`config.mk`:
```
export PLATFORM = sky130hd
export DESIGN_NAME = qru_iter
export DESIGN_NICKNAME = d
export VERILOG_FILES = /design/src/rtl/qru_iter.sv
export SDC_FILE = /design/constraint.sdc
export NUM_CORES = 1
export LEC_CHECK = 0
export CAP_MARGIN = 20
export CORE_ASPECT_RATIO = 0.75
export CORE_MARGIN = 2
export CORE_UTILIZATION = 50
export CTS_CLUSTER_DIAMETER = 30
export DETAILED_ROUTE_END_ITERATION = 8
export PLACE_DENSITY_LB_ADDON = 0.1
export SYNTH_ARGS = -nofsm -noshare
export SYNTH_HDL_FRONTEND = slang
export SYNTH_SLANG_ARGS = --single-unit
```
`constraint.sdc`:
```
create_clock -name clk -period 7.81 [get_ports clk]
set_clock_uncertainty 0.1 [all_clocks]
set_input_delay 1.562 -clock clk [delete_from_list [all_inputs] [get_ports clk]]
set_output_delay 1.562 -clock clk [all_outputs]
set_load 0.01 [all_outputs]
```
`src/rtl/qru_iter.sv`:
```
// qru_iter -- iterative quotient/remainder unit (RV32M DIV/DIVU/REM/REMU,
// generalised to XLEN bits). Restoring radix-2 division, one quotient bit
// per iteration, followed by a sign-fix cycle.
//
// Ports:
//   clk, rst_n          clock, asynchronous active-low reset
//   in_valid/in_ready   operand handshake (ready only in IDLE)
//   a, b                dividend, divisor
//   qructl              func3[1:0]: 00 DIV, 01 DIVU, 10 REM, 11 REMU
//   out_valid/out_ready result handshake
//   qrures              quotient or remainder, held until next result
//   busy                high whenever the FSM is not IDLE
//   kill                abort (present only with QRU_KILL_EN)
//
// Optional feature macro: QRU_KILL_EN.
//
// Latency: the first division step is taken on the accept edge from the
// freshly decoded operands, so CALC finishes the remaining XLEN-1 steps,
// FIX registers the result, and out_valid rises XLEN+1 cycles after accept.
// Divide-by-zero and signed overflow go straight to DONE (1 cycle).
module qru_iter #(
  parameter int XLEN  = 32,
  parameter int CNT_W = $clog2(XLEN) + 1
) (
  input  logic            clk,
  input  logic            rst_n,
  input  logic            in_valid,
  output logic            in_ready,
  input  logic [XLEN-1:0] a,
  input  logic [XLEN-1:0] b,
  input  logic [1:0]      qructl,
  output logic            out_valid,
  input  logic            out_ready,
  output logic [XLEN-1:0] qrures,
  output logic            busy
`ifdef QRU_KILL_EN
  ,
  input  logic            kill
`endif
);

  typedef enum logic [1:0] {IDLE, CALC, FIX, DONE} state_t;

  state_t            state, state_nxt;
  logic [CNT_W-1:0]  cnt;
  logic [XLEN:0]     rem;
  logic [XLEN-1:0]   quo, dvs;
  logic              op_rem, qsgn, rsgn;

  logic kill_i;
`ifdef QRU_KILL_EN
  assign kill_i = kill;
`else
  assign kill_i = 1'b0;
`endif

  // operand decode
  logic            sgn_op, b_zero, ovf, special, accept;
  logic [XLEN-1:0] abs_a, abs_b, spec_res;

  assign sgn_op  = ~qructl[0];
  assign abs_a   = (sgn_op & a[XLEN-1]) ? -a : a;
  assign abs_b   = (sgn_op & b[XLEN-1]) ? -b : b;
  assign b_zero  = (b == '0);
  assign ovf     = sgn_op & (a == {1'b1, {(XLEN-1){1'b0}}}) & (b == '1);
  assign special = b_zero | ovf;
  assign accept  = in_valid & in_ready;
  assign spec_res = b_zero ? (qructl[1] ? a : '1) : (qructl[1] ? '0 : a);

  // one restoring step; in IDLE it runs on the incoming operands so the
  // accept edge already performs iteration 1
  logic [XLEN:0]   st_rem, rem_nxt;
  logic [XLEN-1:0] st_quo, st_dvs, quo_nxt;
  logic [XLEN+1:0] shl, diff;

  always_comb begin
    st_rem = rem;
    st_quo = quo;
    st_dvs = dvs;
    if (state == IDLE) begin
      st_rem = '0;
      st_quo = abs_a;
      st_dvs = abs_b;
    end
    shl     = {st_rem, st_quo[XLEN-1]};
    diff    = shl - {2'b00, st_dvs};
    rem_nxt = diff[XLEN+1] ? shl[XLEN:0] : diff[XLEN:0];
    quo_nxt = {st_quo[XLEN-2:0], ~diff[XLEN+1]};
  end

  logic [XLEN-1:0] q_fix, r_fix;
  assign q_fix = qsgn ? -quo : quo;
  assign r_fix = rsgn ? -rem[XLEN-1:0] : rem[XLEN-1:0];

  // next state / outputs
  always_comb begin
    state_nxt = state;
    in_ready  = 1'b0;
    out_valid = 1'b0;
    busy      = 1'b1;
    case (state)
      IDLE: begin
        in_ready = 1'b1;
        busy     = 1'b0;
        if (accept) state_nxt = special ? DONE : CALC;
      end
      CALC: if (cnt == CNT_W'(XLEN-1)) state_nxt = FIX;
      FIX:  state_nxt = DONE;
      DONE: begin
        out_valid = 1'b1;
        if (out_ready) state_nxt = IDLE;
      end
      default: state_nxt = IDLE;
    endcase
    if (kill_i && state != IDLE) state_nxt = IDLE;
  end

  always_ff @(posedge clk or negedge rst_n) begin
    if (!rst_n) begin
      state  <= IDLE;
      cnt    <= '0;
      rem    <= '0;
      quo    <= '0;
      dvs    <= '0;
      op_rem <= 1'b0;
      qsgn   <= 1'b0;
      rsgn   <= 1'b0;
      qrures <= '0;
    end else begin
      state <= state_nxt;
      case (state)
        IDLE: if (accept) begin
          op_rem <= qructl[1];
          qsgn   <= sgn_op & (a[XLEN-1] ^ b[XLEN-1]);
          rsgn   <= sgn_op & a[XLEN-1];
          dvs    <= abs_b;
          rem    <= rem_nxt;
          quo    <= quo_nxt;
          cnt    <= CNT_W'(1);
          if (special) qrures <= spec_res;
        end
        CALC: if (!kill_i) begin
          rem <= rem_nxt;
          quo <= quo_nxt;
          cnt <= cnt + 1'b1;
        end
        FIX: if (!kill_i) qrures <= op_rem ? r_fix : q_fix;
        default: ;
      endcase
    end
  end

endmodule

```
### After elaboration in Yosys (flattened, before gate mapping)

Index checks and enable logic that the tools add are counted.

* $add $sub $neg: 6
* eq/ne operators: 10
* mux-type cells: 29
* bitwise operators: 10
* reductions and logical operators: 8

Operators with widths (number)
* $mux W32: 13
* $neg A32 Y32: 4
* $pmux W32 S2: 2
* $mux W33: 3
* $pmux W33 S2: 1
* $eq A32 B32 Y1 const B: 2
* $sub A34 B32 Y34: 1
* $logic_not A32 Y1: 1
* $pmux W6 S2: 1
* $mux W2: 4
* $ne A2 B2 Y1 const B: 4
* $pmux W2 S4: 1
* $add A6 B1 Y6 const B: 1
* $and A1 B1 Y1: 6
* $eq A6 B5 Y1 const B: 1
* $mux W6: 1
* $reduce_and A3 Y1: 2
* $eq A2 B2 Y1 const B: 2
* $reduce_and A2 Y1: 2
* $reduce_bool A2 Y1: 2
* $mux W1: 3
* $eq A2 B1 Y1 const B: 1
* $logic_not A2 Y1: 1
* $not A1 Y1: 2
* 2 further kinds: 2

* register bits after elaboration: 140
* output and inout bits: 35
* word-level logic and storage cells: 72

### Longest topological paths before layout

Gate-level depths: netlist of run 1.

* depth in word-level cells: 8
* mapped depth: 22
* gate-level depth less buffers: 19

### Worst setup path before layout of run 1

OpenSTA, ideal clock, no wires.

* kind: input -> register
* start: in a[12]
* end: reg rem[30]
* data arrival time: 5.814 ns
* required time: 7.576 ns
* setup slack: 1.763 ns
* cell stages on the path: 15
* path buffers: 0
* cell sequence: or4_1 or4_1 o31ai_1 a22oi_1 ha_1 fa_1 nand2b_1 a21oi_1 o2111ai_1 a221o_1 o211a_1 o21ai_0 o41ai_1 a2111oi_0 o21ai_0

* word-level cells in the longest chain between the ends: 7

Ends and longest elaborated chain
* start: declaration: RTL line 29 `input logic [XLEN-1:0] a,`
* $neg A32 Y32 (*): RTL line 62 `assign abs_a = (sgn_op & a[XLEN-1]) ? -a : a;`
* $mux W32 (*): RTL line 62
* $mux W32 (*): RTL line 80 `if (state == IDLE) begin`
* $sub A34 B32 Y34 (*): RTL line 86 `diff = shl - {2'b00, st_dvs};`
* $mux W33 (*): RTL line 87 `rem_nxt = diff[XLEN+1] ? shl[XLEN:0] : diff[XLEN:0];`
* $mux W33: RTL line 132 `IDLE: if (accept) begin`
* $pmux W33 S2 (*): RTL line 131 `case (state)`
* end signal: assignment: RTL line 137 `rem <= rem_nxt;`
* end signal: assignment: RTL line 143 `rem <= rem_nxt;`
* end: declaration: RTL line 46 `logic [XLEN:0] rem;`

Every way passes the cells marked *; elsewhere a longest branch is shown, timed or not. The select of a mux whose other input is x is not followed.
A chain may end at the register's enable or synchronous reset.

### Final worst setup path of run 1

* start: in b[2]
* end: reg rem[11]

* word-level cells in the longest chain between the ends: 7

Ends and longest elaborated chain
* start: declaration: RTL line 30 `input logic [XLEN-1:0] b,`
* $neg A32 Y32: RTL line 63 `assign abs_b = (sgn_op & b[XLEN-1]) ? -b : b;`
* $mux W32 (*): RTL line 63
* $mux W32 (*): RTL line 80
* $sub A34 B32 Y34 (*): RTL line 86
* $mux W33 (*): RTL line 87
* $mux W33: RTL line 132
* $pmux W33 S2 (*): RTL line 131

Marked as above.

==> reports/qor.yml, run 1 <==
rows: 48
synth.avg_cell_area_sq_um: 7.754
crit_type: "in -> reg"
grt_max_degree: 99
synth_top_area_cell: "dfrtp_1"
synth-async-reset-ratio: 1.000
fp.dieArea_sq_um: 24800
path_clk_slew_ns: 0.06
drt_pass1_iterations: 6
finalSetupViolCount: 0
cts.htree.levels: 4
relSlewSlack: 0.3167
post_cts_buffers: 0
fin_setup_tns_ns: 0
synthesis.nets: 1631
portBuffers: 104
cp.arrival_ns: 7.01
status: "finished clean"
cellLeakagePower_nw: 5.413
pin_count: 105
hold_violations: 0
cts-hold-fix-buffers: 0
yosysSeqAreaShare: 0.2977
drive_gt1_frac: 0.04522
place_hpwl_microns: 24870
syn_inst: 1518
post-synth-top-count-cell: "o21ai_0"
grt_pass1_wl_microns: 54340
drtIter0Drc: 837
synthTopCellsByCount: "180 x o21ai_0, 175 x nand2_1, 140 x a21oi_1, 140 x dfrtp_1, 132 x nor2_1"
rsz0062_at_grt: "false"
synth_edf_count: 0
syn-cell-area_sq_um: 11770
die_w_microns: 181.2
cts.sinks: 140
numCtsBuffers: 17
cts_tree: "yes"
postRouteAntennaNets: 0
grtUsageTotal: 0.2762
cp.required_ns: 8.01
antenna_found_initial: 0
hp-class: "reg -> reg"
min_period_over_period: 0.8724
syn_to_final_growth_pct: 15.17
grt_pass1_vias: 10138
yosys_warnings: 0
synth_cell_types: 63
finalMaxSlewViolations: 0
cts_resized: 0
power_density_nw_per_um2: 536.8
num_antenna_cells: 0
yosysTopAreaCellShare: 0.2977
synthFlopType: "dfrtp_1"
layout.nets: 1670
post-route-min-period_ns: 6.813
max_slew.worst_pin.slew_ns: 1.025
final_core_util: 0.5878
critPathLaunchType: "primary input"
clock-root-buffer: "clkbuf_16"
clockBufferDepth: 2
finalWirelength_microns: 34030
overflow: 0
drc: 0
cp-end-kind: "flop"
yosys-top-cells-area: "dfrtp_1 30%, o21ai_0 7.7%, a21oi_1 6.0%, xnor2_1 5.9%, nand2_1 5.6%"
vias: 11204
ys_ff_latch: 140
via_per_inst: 5.991
core_sq_um: 23060
detail_route.wl_per_cell_microns: 18.20
path_max_fanout: 20
worstSkewPairLatency_ns: 0.44
start_util: 0.5104
nFillCells: 2186
die_h_microns: 136.9
place_congestion: 0.9047
fmax_mhz: 146.8
ir_worst_vdd_mv: 0.2951
maxCapViolCount: 0
## logic make-up after synthesis
kind of cell | Yosys count | synth area share
and+or+nand+nor | 505 | 0.2034
buffers and inverters | 131 | 0.04263
muxes | 55 | 0.04741
AOI/OAI and AO/OA | 495 | 0.2517
adders and majority gates | 43 | 0.04635
DFF | 140 | 0.2977
xor gates and xnor gates | 149 | 0.1109
## critical path: stages
cell and delay, ns:
clkdlybuf4s50_1 0.50, or3_1 0.45, nor3b_1 0.59, and3_1 0.43, nand2_1 0.11, o21ai_0 0.20
xor2_1 0.19, nor2_1 0.06, a21oi_1 0.17, ha_1 0.32, a21oi_1 0.23, o21ai_0 0.18
or3_1 0.41, o21a_1 0.21, a21oi_1 0.28, xnor2_2 0.30, buf_4 0.44, mux2i_1 0.24
o21ai_0 0.10
## layout by cell type (no fill, tap or decap), types with 15 or more instances in the layout
| master | synthesis | routed |
|---|---|---|
| a21o_1 | 15 | 15 |
| a21oi_1 | 140 | 140 |
| a31oi_1 | 16 | 16 |
| buf_4 | 0 | 19 |
| clkbuf_16 | 0 | 17 |
| clkdlybuf4s50_1 | 0 | 102 |
| dfrtp_1 | 140 | 140 |
| ha_1 | 42 | 40 |
| inv_1 | 28 | 27 |
| mux2i_1 | 49 | 49 |
| nand2_1 | 175 | 174 |
| nand3_1 | 17 | 17 |
| nand4_1 | 17 | 17 |
| nor2_1 | 132 | 131 |
| nor2b_1 | 52 | 52 |
| nor3_1 | 21 | 21 |
| nor4_1 | 16 | 16 |
| o211ai_1 | 30 | 30 |
| o21ai_0 | 180 | 180 |
| o31ai_1 | 33 | 33 |
| or4_1 | 16 | 16 |
| xnor2_1 | 79 | 78 |
| xor2_1 | 70 | 70 |
## power by group
part           internal [mW]  total, mW  switching (mW)
Clock                  0.516      0.840           0.323
Combinational           2.12       4.94            2.83
Sequential              1.10       1.50           0.393
Total                   3.74       7.28            3.54
## sequential cells by signal, summed over array words and instances (netlist names)
name,count
cnt,6
dvs,32
op_rem,1
qrures,32
qsgn,1
quo,32
rem,33
rsgn,1
state,2
## worst paths after layout
kind | cells after the start | slack (ns) | from | end
worst max-delay path | 19 | 1.0 | b[2] | rem[11]
worst min-delay path | 2 | 0.38 | dvs[6] | dvs[6]
worst max register to register | 17 | 2.41 | state[0] | rem[11]
worst min register to register | 2 | 0.38 | dvs[6] | dvs[6]
max in group asynchronous | 2 | 5.36 | rst_n | cnt[2]
min in group asynchronous | 1 | 1.14 | rst_n | qrures[4]
## layer usage
| metal | track usage | up-vias | part of all wire | routed length (microns) |
|---|---|---|---|---|
| li1 | - | 5518 | - | - |
| met2 | 0.4295 | 276 | 0.44 | 15120 |
| met1 | 0.4062 | 5376 | 0.50 | 16980 |
| met3 | 0.03513 | 34 | 0.041 | 1411 |
| met4 | 0.07317 | 0 | 0.015 | 523 |
| met5 | 0 | - | 0 | 0 |
## final cells by class
type | count | area [sq um] | share of cell area
repair buffers | 123 | 1180 | 0.08704
multi-input cells | 1247 | 7805 | 0.5758
clock inverters | 8 | 115.1 | 0.008492
well taps | 300 | 375.4 | 0.02769
inverters | 28 | 105.1 | 0.007753
clock buffers | 24 | 471.7 | 0.03480
flip-flops and latches | 140 | 3503 | 0.2584
## through the flow
stage	instances	power, mW	hold WS, ns	worst slack, ns	cell area [sq um]
global route	1870	7.905	0.3988	0.6909	13560
global placement	1838	6.317	0.3573	0.8418	12970
CTS	1870	7.269	0.3792	1.099	13560
finish	1870	7.277	0.3770	0.9968	13560
floorplan	1518	5.084	0.3446	1.763	11770
detailed placement	1838	6.398	0.3697	0.6716	12970
(Power assumes the default switching activity.)
==> run 2, diff against run 1 <==
- SETUP_SLACK_MARGIN: default -> 0.3
==> results of run 2 <==
Final layout, timing and power as in run 1 (identical DEF).
==> run 3, diff against run 2 <==
- GPL_TIMING_DRIVEN: default -> 0
==> reports/qor.yml, run 3 (synthesized netlist as in run 1, its figures left out) <==
status: "finished clean"
reg2reg_to: "rem[31]"
max_slew.worst_pin.slew_ns: 1.019
fin_ws_ns: 0.4894
syn_to_final_growth_pct: 17.34
grt_pass1_vias: 10988
drtIter0Drc: 1455
fmax_mhz: 136.6
finalMaxSlewViolations: 0
cts.sinks: 140
cellLeakagePower_nw: 5.468
clockBufferDepth: 2
drt_pass1_iterations: 7
cp.required_ns: 8.02
hold_start: "dvs[2]"
overflow: 0
finalSetupViolCount: 0
r2r_start: "state[0]"
drt-met1-wl_microns: 19810
top_layer_used: "met4"
cp-end-kind: "flop"
min_period_over_period: 0.9373
antenna_found_initial: 0
worstSkewPairLatency_ns: 0.44
final_cell_mix: "178 x o21ai_0, 175 x nand2_1, 140 x a21oi_1, 140 x dfrtp_1, 132 x nor2_1"
grt_pass1_wl_microns: 63490
maxCapViolCount: 0
start_util: 0.5104
via_per_inst: 6.274
cts_tree: "yes"
die_h_microns: 136.9
crit_path_end: "rem[28]"
largest_reg_flops: 33
hold_slack_ns: 0.3815
path_clk_slew_ns: 0.06
rr_worst_depth: 19
post-route-min-period_ns: 7.321
critPathLaunchType: "primary input"
crit_type: "in -> reg"
clock-root-buffer: "clkbuf_16"
cts-hold-fix-buffers: 0
wl_met2_microns: 16580
place_congestion: 0.9537
dr_wl_met3_microns: 3990
vias: 12259
layout.nets: 1755
grt_max_degree: 94
dp_cells: 1923
hold_depth: 2
postRouteAntennaNets: 0
detail_route.wl_per_cell_microns: 20.98
final_cells: 1954
ir_worst_vdd_mv: 0.4779
nFillCells: 2137
portBuffers: 104
cp.arrival_ns: 7.53
pin_count: 105
relSlewSlack: 0.3206
drc: 0
die_w_microns: 181.2
hold_violations: 0
p_total_mw: 7.581
place_hpwl_microns: 31730
final_core_util: 0.5989
cts.htree.levels: 4
core_sq_um: 23060
post-place-ws_ns: -0.6492
finalWirelength_microns: 41000
num_antenna_cells: 0
top_register: "rem"
rows: 48
grtUsageTotal: 0.3341
rsz0062_at_grt: "false"
cp-startpoint: "a[2]"
ff2ff_setup_slack_ns: 1.16
hp-class: "reg -> reg"
fp.dieArea_sq_um: 24800
power_density_nw_per_um2: 548.9
numCtsBuffers: 17
mostFrequentLayoutCell: "o21ai_0"
drive_gt1_frac: 0.03628
path_max_fanout: 8
[run 3: cell count changes in the layout (fill, tap and decap cells not counted), moves of 2 or more]
cell,delta
ha_1,+2
clkbuf_8,+3
buf_4,-19
buf_1,+12
bufinv_16,-2
o21ai_0,-2
buf_2,+6
o21ai_2,+2
clkbuf_1,+80
[run 3: metrics by stage]
stage	instance area [sq um]	setup TNS, ns
6_report	13810	0
5_1_grt	13810	0
4_1_cts	13780	0
3_5_place_dp	13220	-11.40
3_3_place_gp	13190	-140.07
2_1_floorplan	11770	0
[run 3: timing repair]
action                                 CTS  global route
endpoints found under the hold margin    0             0
setup endpoints to repair               26            23
pin swaps                                0             0
setup buffers                            0             0
cloned                                   0             0
gates resized for setup                  4             5
[run 3: power breakdown]
| part | internal [mW] | total (mW) | switching (mW) |
|---|---|---|---|
| logic | 2.12 | 5.30 | 3.19 |
| clock network | 0.476 | 0.809 | 0.333 |
| registers | 1.10 | 1.47 | 0.367 |
[run 3: per-layer routing]
| layer | track usage | vias to the layer above |
|---|---|---|
| met3 | 0.06865 | 48 |
| met1 | 0.5196 | 5951 |
| met4 | 0.07633 | 0 |
| met2 | 0.4685 | 577 |
| li1 | - | 5683 |
| met5 | 0 | - |
[run 3: worst min path at each step]
stage / to / slack (ns)
detailed placement: dvs[23] / 0.37
floorplan: dvs[11] / 0.34
global placement: dvs[6] / 0.36
CTS: dvs[23] / 0.38
finish: dvs[2] / 0.38
global route: qrures[22] / 0.41
[run 3: final cells by class]
cell class | instances | area (sq um) | share of cell area
Clock inverter | 7 | 62.56 | 0.004530
Buffer | 103 | 399.1 | 0.02890
Timing Repair Buffer | 105 | 1070 | 0.07746
Multi-Input combinational cell | 1247 | 7794 | 0.5643
Tap cell | 300 | 375.4 | 0.02718
Clock buffer | 24 | 501.7 | 0.03633
Sequential cell | 140 | 3503 | 0.2537
Inverter | 28 | 105.1 | 0.007610
[run 3: worst max-delay path, cell delays in order]
cell and delay, ns:
clkdlybuf4s50_1 0.53, or4_1 0.65, nor4_2 0.33, nand2_1 0.21
o31ai_4 0.47, a22oi_1 0.33, ha_1 0.38, fa_1 0.40
nand2b_1 0.18, a21oi_1 0.25, o2111ai_1 0.33, o311ai_1 0.64
nand3_1 0.25, nand3b_1 0.20, mux2_2 0.34, o31ai_1 0.34
a21oi_1 0.12
